[config.mk]
export PLATFORM = sky130hd
export DESIGN_NAME = fifo_rd_stream
export DESIGN_NICKNAME = d
export VERILOG_FILES = /design/src/rtl/fifo_rd_pkg.sv /design/src/rtl/skid_buf2.sv /design/src/rtl/fifo_rd_stream.sv
export SDC_FILE = /design/constraint.sdc
export NUM_CORES = 1
export LEC_CHECK = 0
export BUFFER_PORTS_ARGS = -buffer_cell sky130_fd_sc_hd__buf_2
export CORE_MARGIN = 1
export CORE_UTILIZATION = 49
export CTS_CLUSTER_SIZE = 16
export DETAILED_ROUTE_END_ITERATION = 16
export PLACE_DENSITY_LB_ADDON = 0.12
export SETUP_SLACK_MARGIN = 0.05
export SYNTH_ARGS = -nofsm -noshare
export SYNTH_HDL_FRONTEND = slang
export SYNTH_SLANG_ARGS = --single-unit
[constraint.sdc]
create_clock -name clk -period 2.3 [get_ports clk]
set_input_delay 0.23 -clock clk [delete_from_list [all_inputs] [get_ports clk]]
set_output_delay 0.23 -clock clk [all_outputs]
set_load 0.02 [all_outputs]
[src/rtl/fifo_rd_pkg.sv]
// fifo_rd_pkg: shared FSM state type and counter-width helper for the FIFO read streamer
package fifo_rd_pkg;
  typedef enum logic [1:0] {IDLE, RUN, FINISH} state_t;
  function automatic int cnt_width(input int burst_len);
    return (burst_len > 2) ? $clog2(burst_len) : 1;
  endfunction
endpackage

[src/rtl/skid_buf2.sv]
// skid_buf2: two-entry in-order buffer with simultaneous push/pop
// Ports: clk, rst_n (async active-low); push/din write the tail; pop drops the head;
//        dout is the head entry; occ is the entry count (0..2).
module skid_buf2 #(
  parameter int DATA_WIDTH = 8
) (
  input  logic                  clk,
  input  logic                  rst_n,
  input  logic                  push,
  input  logic [DATA_WIDTH-1:0] din,
  input  logic                  pop,
  output logic [DATA_WIDTH-1:0] dout,
  output logic [1:0]            occ
);
  logic [DATA_WIDTH-1:0] e0, e1;
  assign dout = e0;
  // With a pop, the head is refilled from e1 if it exists, otherwise from din when pushing.
  always_ff @(posedge clk or negedge rst_n) begin
    if (!rst_n) begin
      e0  <= '0;
      e1  <= '0;
      occ <= 2'd0;
    end else begin
      if (pop) e0 <= (occ == 2'd2) ? e1 : (push ? din : e0);
      else if (push && occ == 2'd0) e0 <= din;
      if (push && (pop ? occ == 2'd2 : occ == 2'd1)) e1 <= din;
      occ <= occ + 2'(push) - 2'(pop);
    end
  end
  // The read throttle upstream keeps a third beat from ever arriving.
  assert property (@(posedge clk) disable iff (!rst_n) !(push && !pop && occ == 2'd2));
endmodule

[src/rtl/fifo_rd_stream.sv]
// fifo_rd_stream: drains a registered-output FIFO into a valid/ready stream in fixed bursts
// Ports: clk, rst_n (async active-low); en requests draining; fifo_empty/fifo_rd_en/fifo_rd_data
//        talk to the FIFO read side (data valid one cycle after the strobe); m_valid/m_ready/
//        m_data/m_last form the output stream; busy flags any activity or pending data.
module fifo_rd_stream
  import fifo_rd_pkg::*;
#(
  parameter int DATA_WIDTH = 8,
  parameter int BURST_LEN  = 16
) (
  input  logic                  clk,
  input  logic                  rst_n,
  input  logic                  en,
  input  logic                  fifo_empty,
  output logic                  fifo_rd_en,
  input  logic [DATA_WIDTH-1:0] fifo_rd_data,
  output logic                  m_valid,
  input  logic                  m_ready,
  output logic [DATA_WIDTH-1:0] m_data,
  output logic                  m_last,
  output logic                  busy
);
  localparam int CW = cnt_width(BURST_LEN);
  localparam logic [CW-1:0] LAST = CW'(BURST_LEN - 1);
  state_t        state;
  logic          inflight, pop, issue_ok;
  logic [1:0]    occ;
  logic [2:0]    level;
  logic [CW-1:0] out_cnt, iss_cnt;
  skid_buf2 #(.DATA_WIDTH(DATA_WIDTH)) u_buf (
    .clk  (clk),
    .rst_n(rst_n),
    .push (inflight),
    .din  (fifo_rd_data),
    .pop  (pop),
    .dout (m_data),
    .occ  (occ)
  );
  assign m_valid  = occ != 2'd0;
  assign pop      = m_valid && m_ready;
  assign issue_ok = state == RUN || state == FINISH;
  // Slots already committed after this cycle's pop; a new read only fits if fewer than two.
  assign level      = {1'b0, occ} + 3'(inflight) - 3'(pop);
  assign fifo_rd_en = issue_ok && !fifo_empty && level < 3'd2;
  assign m_last     = m_valid && out_cnt == LAST;
  assign busy       = state != IDLE || inflight || m_valid;
  always_ff @(posedge clk or negedge rst_n) begin
    if (!rst_n) begin
      state    <= IDLE;
      inflight <= 1'b0;
      out_cnt  <= '0;
      iss_cnt  <= '0;
    end else begin
      inflight <= fifo_rd_en;
      if (pop) out_cnt <= out_cnt + 1'b1;
      if (fifo_rd_en) iss_cnt <= iss_cnt + 1'b1;
      case (state)
        IDLE:    if (en) state <= RUN;
        RUN:     if (!en) state <= (iss_cnt == '0) ? IDLE : FINISH;
        FINISH:  if (fifo_rd_en && iss_cnt == LAST) state <= IDLE;
        default: state <= IDLE;
      endcase
    end
  end
endmodule

== Word-level counts from Yosys, hierarchy flattened ==
Cells that the tools add are included.

* Add/sub/neg operators: 6
* Order comparisons: 1
* Reductions and logical operators: 19
* Equal/unequal tests: 10
* Muxes and demuxes: 10

{| class="wikitable"
|+ Operators by type and width
! operator !! count
|-
| 8-bit 2-to-1 mux || 4
|-
| 4-bit by 1-bit adder with 4-bit output, second input constant || 2
|-
| 4-bit == test, second input constant || 2
|-
| 2-bit 2-to-1 mux || 4
|-
| 1-bit logical AND || 7
|-
| 2-bit case mux with 3 select lines || 1
|-
| 2-bit nonzero test || 3
|-
| 2-bit by 1-bit == test with 1-bit output, second input constant || 2
|-
| 2-bit == test, second input constant || 2
|-
| 2-bit zero test || 2
|-
| 4-bit zero test || 1
|-
| 2-bit inequality test, second input constant || 2
|-
| 2-bit by 1-bit adder with 3-bit output || 1
|-
| 1-bit logical OR || 3
|-
| 3-bit by 2-bit < comparator with 1-bit output, second input constant || 1
|-
| 3-bit by 2-bit inequality test with 1-bit output, second input constant || 1
|-
| 3-bit AND reduction || 1
|-
| 3-bit by 1-bit subtractor with 3-bit output || 1
|-
| 2-bit by 1-bit adder with 2-bit output || 1
|-
| 2-bit by 1-bit inequality test with 1-bit output, second input constant || 1
|-
| 2-bit AND reduction || 1
|-
| 2-bit by 1-bit subtractor with 2-bit output || 1
|-
| 1-bit zero test || 1
|-
| 1-bit 2-to-1 mux || 1
|}

* Input bits: 13
* Output and inout bits: 12
* Flip-flop bits (word level): 29

== Depth between registers and ports, before layout ==
* Depth in word-level cells: 8
* Mapped depth: 10
* Depth with buffers taken out: 9

== Cells and area by module ==
From an unflattened synthesis, not the netlist that was laid out.

* Cell total of the unflattened synthesis: 113
* Area total of the unflattened synthesis: 1496.4 um^2

{| class="wikitable"
|+ Modules (own cells, without submodules)
! module !! area each (um^2) !! seq. area each (um^2) !! instances !! cells an instance
|-
| skid_buf2 || 860.8 || 450.4 || 1 || 57
|-
| fifo_rd_stream || 635.6 || 275.3 || 1 || 56
|}

== Worst setup path before layout ==
OpenSTA, ideal clock, no wires.

* Path kind: register -> register
* From: reg u_buf.occ[1]
* To: reg state[0]
* Stages on the path, launching flop included: 10
* Arrival: 2608 ps
* Slack: -433 ps
* Path buffers: 1
* Cells stage by stage: dfrtp_1 -> nor2b_2 -> nand2_1 -> buf_2 -> nand2_1 -> ha_1 -> fa_1 -> nor4b_4 -> a21oi_2 -> mux2_4

* Longest elaborated chain between the ends: 8
* Elaborated cells between the ends (all ways): 9

{| class="wikitable"
|+ Ends and longest elaborated chain
! element !! RTL line !! text
|-
| start: declaration || skid_buf2.sv:13 || <nowiki>output logic [1:0] occ</nowiki>
|-
| start signal: assignment || skid_buf2.sv:27 || <nowiki>occ <= occ + 2'(push) - 2'(pop);</nowiki>
|-
| branches (longest 2 deep; another with 2-bit by 1-bit adder with 3-bit output) || n/a ||
|-
| 3-bit by 1-bit subtractor with 3-bit output (*) || fifo_rd_stream.sv:43 || <nowiki>assign level = {1'b0, occ} + 3'(inflight) - 3'(pop);</nowiki>
|-
| via level[1] || fifo_rd_stream.sv:28 || <nowiki>logic [2:0] level;</nowiki>
|-
| 3-bit by 2-bit < comparator with 1-bit output (*) || fifo_rd_stream.sv:44 || <nowiki>assign fifo_rd_en = issue_ok && !fifo_empty && level < 3'd2;</nowiki>
|-
| 1-bit logical AND (*) || fifo_rd_stream.sv:44 ||
|-
| via fifo_rd_en || fifo_rd_stream.sv:15 || <nowiki>output logic fifo_rd_en,</nowiki>
|-
| 1-bit logical AND (*) || fifo_rd_stream.sv:60 || <nowiki>FINISH: if (fifo_rd_en && iss_cnt == LAST) state <= IDLE;</nowiki>
|-
| 2-bit by 1-bit inequality test with 1-bit output (no line) (*) || n/a ||
|-
| 3-bit AND reduction (no line) (*) || n/a ||
|-
| end signal: assignment || fifo_rd_stream.sv:59 || <nowiki>RUN: if (!en) state <= (iss_cnt == '0) ? IDLE : FINISH;</nowiki>
|-
| end: declaration || fifo_rd_stream.sv:25 || <nowiki>state_t state;</nowiki>
|}

Mark *: on every way through the listed nets, which the timed path passes.
A chain may end at the register's enable or synchronous reset.

== Final worst setup path ==
* From: reg u_buf.occ[0]
* To: out fifo_rd_en

* Longest elaborated chain between the ends: 5
* Elaborated cells between the ends (all ways): 6

{| class="wikitable"
|+ Ends and longest elaborated chain
! element !! RTL line
|-
| branches (longest 2 deep; another with 2-bit by 1-bit adder with 3-bit output) || n/a
|-
| 3-bit by 1-bit subtractor with 3-bit output (*) || fifo_rd_stream.sv:43
|-
| via level[1] || fifo_rd_stream.sv:28
|-
| 3-bit by 2-bit < comparator with 1-bit output (*) || fifo_rd_stream.sv:44
|-
| 1-bit logical AND (*) || fifo_rd_stream.sv:44
|-
| end: declaration || fifo_rd_stream.sv:15
|}

Marks and branches as above.

==> reports/summary.txt <==
Status: complete, but fails checks
Violated checks: negative setup slack
Drt wl/cell: 14.2 um
Multi-input gate area: 708 sq um
Worst setup path end: fifo_rd_en
Drt first pass iters: 3
Commonest non-fill, non-tap cell in the layout: dfrtp_1
Reg2reg start: u_buf.occ[0]$_DFF_PN0_
Utilization after layout: 63.8%
Skew-Pair Late Insertion Delay: 0.31 ns
Sink Count: 29
Min Clock Period, post-route: 2.33 ns
R2r worst-path depth: 9
Sequential element share of the synthesized area: 51.5%
CP delay by family, top: simple AND/OR/NAND/NOR gates
WP data required: 2.07 ns
Buffers & Inverters on Critical Path: 1
Peak VDD IR: 1.04 mV
Sw frac: 37.5%
Via count: 918
Initial Util: 51.5%
DP HPWL: 1760 um
Initial antenna violation count: 0
Most frequent cells in the layout: 29 x dfrtp_1, 23 x buf_2, 18 x mux2_2, 8 x mux2_1, 7 x nand2_1
Synth Cell Area: 0.00141 sq mm
Max frequency: 0.429 GHz
Seq pwr share: 37.8%
Antenna cells: 0
GR Util met2: 34.4%
Vias/cell: 5.19
Clk pwr share: 12.7%
Clock root cell: clkbuf_4
CTS tree: yes
Post-route DRC: 0
Post-Syn Instances: 109
Rows: 19
Total die area: 0.00309 sq mm
Layout area overhead: 23.7%
CP Launch Point: u_buf.occ[0]$_DFF_PN0_
RSZ-0062 raised after global routing: yes
Final period util: 101%
Global-route wire length before repair: 4360 um
Pleak: 0.843 nW
Share of layout cells above drive strength 1: 45.2%
Reg2reg end: state[0]$_DFFE_PN0P_
Rel. slew slack: 56.7%
Worst setup EP type: primary output
Largest net degree at the start of global routing: 30
Die height: 55.6 um
Net Count, Synth: 130
Number of port buffers: 24
Worst hold path type: primary input to flop
Final Hold Violating Endpoints: 0
Dpl cells: 165
Vias in the first global route: 1027
Die X: 55.6 um
Final Wtd Congestion: 0.716
Flops & latches, synth: 29
Worst-path maximum fanout: 3
Fin worst setup slack: -0.0297 ns
WS Path Type: flop to primary output
GRT overflow: 0
Max stage delay on crit path: 0.45 ns
Post-Route WL: 2520 um
Comb pwr share: 49.5%
Post-synth cell types: 22
Startpoint types: flop
Met3 Track Usage GR: 5.35%
Critical Path AT: 2.10 ns
Total GRT Usage: 19.1%
Pwr Density: 1390 mW/mm^2
Worst-Margin Slew: 0.649 ns
Total Nets Final: 167
Drt initial violations: 14
CTS clock-pin slew for the worst setup and hold paths: 0.09 ns
Crit path cell chain: nor2b_4 -> nand2_4 -> nand2_4 -> ha_4 -> fa_2 -> nor4b_4 -> buf_4
TritonCTS Buffers: 5
Clock buffer depth: 2
Std-Cell Core Area: 0.00273 sq mm
FF/Latch Area: 726 sq um
Switching power: 0.912 mW
Total of fill cells in the finished design: 216
Slowest stage cell, crit path: fa_2
FF-to-FF setup slack: 0.06 ns
DRT antenna net count: 0
Endpoints failing setup: 1
Fin cells: 177
Gr busiest metal: met2
Cell mode on critical path: nand2_4
Post-synthesis area per instance: 12.9 sq um
Met1 Use GR: 19.5%
Internal: 1.52 mW
Slew Viols, Final: 0
Setup Skew: 0.00642 ns
# IOs: 25
H-tree Lvls: 2
Yosys warns: 0
# Max-Cap Violations: 0
CP Depth: 7
-- logic make-up after synthesis --
kind of cell               count (synthesis)  synth area share (%)
AOI/OAI and AO/OA                          4                  2.04
muxes                                     28                  22.6
xor gates and xnor gates                   7                  4.35
and+or+nand+nor                           25                  9.59
adders and majority gates                  8                  7.64
DFF                                       29                  51.5
buffers and inverters                      8                  2.31
-- per-layer routing --
metal | routed length [um] | part of all wire (%)
met1 | 1050 | 42
met3 | 78 | 3.1
met5 | 0 | 0
met4 | 48 | 1.9
met2 | 1340 | 53
-- power by group through the flow --
stage	Clock (mW)	Sequential (mW)	Combinational (mW)
floorplan	0	0.989	0.729
global placement	0	0.909	1.04
detailed placement	0	0.930	1.08
CTS	0.318	0.920	1.14
global route	0.338	0.948	1.32
finish	0.309	0.917	1.20
-- through the flow --
step | setup slack [ns] | setup TNS, ns | instance area (sq um) | hold slack, ns | total power, mW
3_5_place_dp | -0.00254 | -0.00254 | 1610 | 0.288 | 2.01
4_1_cts | -0.0273 | -0.0273 | 1710 | 0.146 | 2.38
6_report | -0.0297 | -0.0297 | 1740 | 0.157 | 2.43
5_1_grt | -0.105 | -0.119 | 1740 | 0.145 | 2.61
3_3_place_gp | 0.0522 | 0 | 1610 | 0.286 | 1.95
2_1_floorplan | -0.321 | -0.804 | 1440 | -0.0656 | 1.72
-- cell type report --
type,count,area share (%)
Clock buffer,7,3.16
Inverter,6,1.29
Multi-Input combinational cell,72,40.6
Sequential cell,29,41.6
Tap cell,31,2.23
Timing Repair Buffer,32,11.1
-- registers in the layout, summed over array words and instances (netlist names) --
signal,cells
u_buf.occ,2
out_cnt,4
inflight,1
u_buf.e1,8
u_buf.dout,8
state,2
iss_cnt,4
-- synthesized netlist by cell type --
master | instances | area (sq um)
mux2_2 | 18 | 203
dfrtp_1 | 29 | 726
nand3_1 | 4 | 20.0
o21ai_0 | 2 | 10.0
nand2b_1 | 2 | 12.5
a21oi_2 | 1 | 8.76
nand4_1 | 1 | 6.26
ha_1 | 7 | 87.6
mux2_1 | 8 | 90.1
nand2_1 | 9 | 33.8
xnor2_1 | 6 | 52.6
a21bo_2 | 1 | 10.0
xor2_1 | 1 | 8.76
inv_1 | 6 | 22.5
mux2_4 | 1 | 15.0
mux2i_1 | 1 | 10.0
nor4b_4 | 1 | 23.8
fa_1 | 1 | 20.0
nor2b_2 | 1 | 8.76
nand3b_1 | 1 | 7.51
buf_2 | 2 | 10.0
nor2_1 | 6 | 22.5
-- worst min-delay path by stage --
stage | startpoint | end | slack (ns) | depth (start not counted)
final | fifo_rd_data[2] | u_buf.e1[2]$_DFFE_PN0P_ | 0.16 | 2
after detailed placement | rst_n | u_buf.e1[4]$_DFFE_PN0P_ | 0.29 | 1
after global placement | rst_n | u_buf.e1[4]$_DFFE_PN0P_ | 0.29 | 1
after CTS | fifo_rd_data[3] | u_buf.e1[3]$_DFFE_PN0P_ | 0.15 | 2
after floorplan | rst_n | inflight$_DFF_PN0_ | -0.07 | 0
after global routing | fifo_rd_data[4] | u_buf.e1[4]$_DFFE_PN0P_ | 0.14 | 2
-- repair_timing --
action / 4_1_cts / 5_1_grt
buffers inserted: 2 / 2
resized for setup: 4 / 4
pin swaps: 2 / 1
hold buffers: 1 / 0
hold endpoints to repair: 29 / 0
endpoints found under the setup margin: 2 / 2
cloned: 0 / 0
Power figures use the tool's default switching activity.
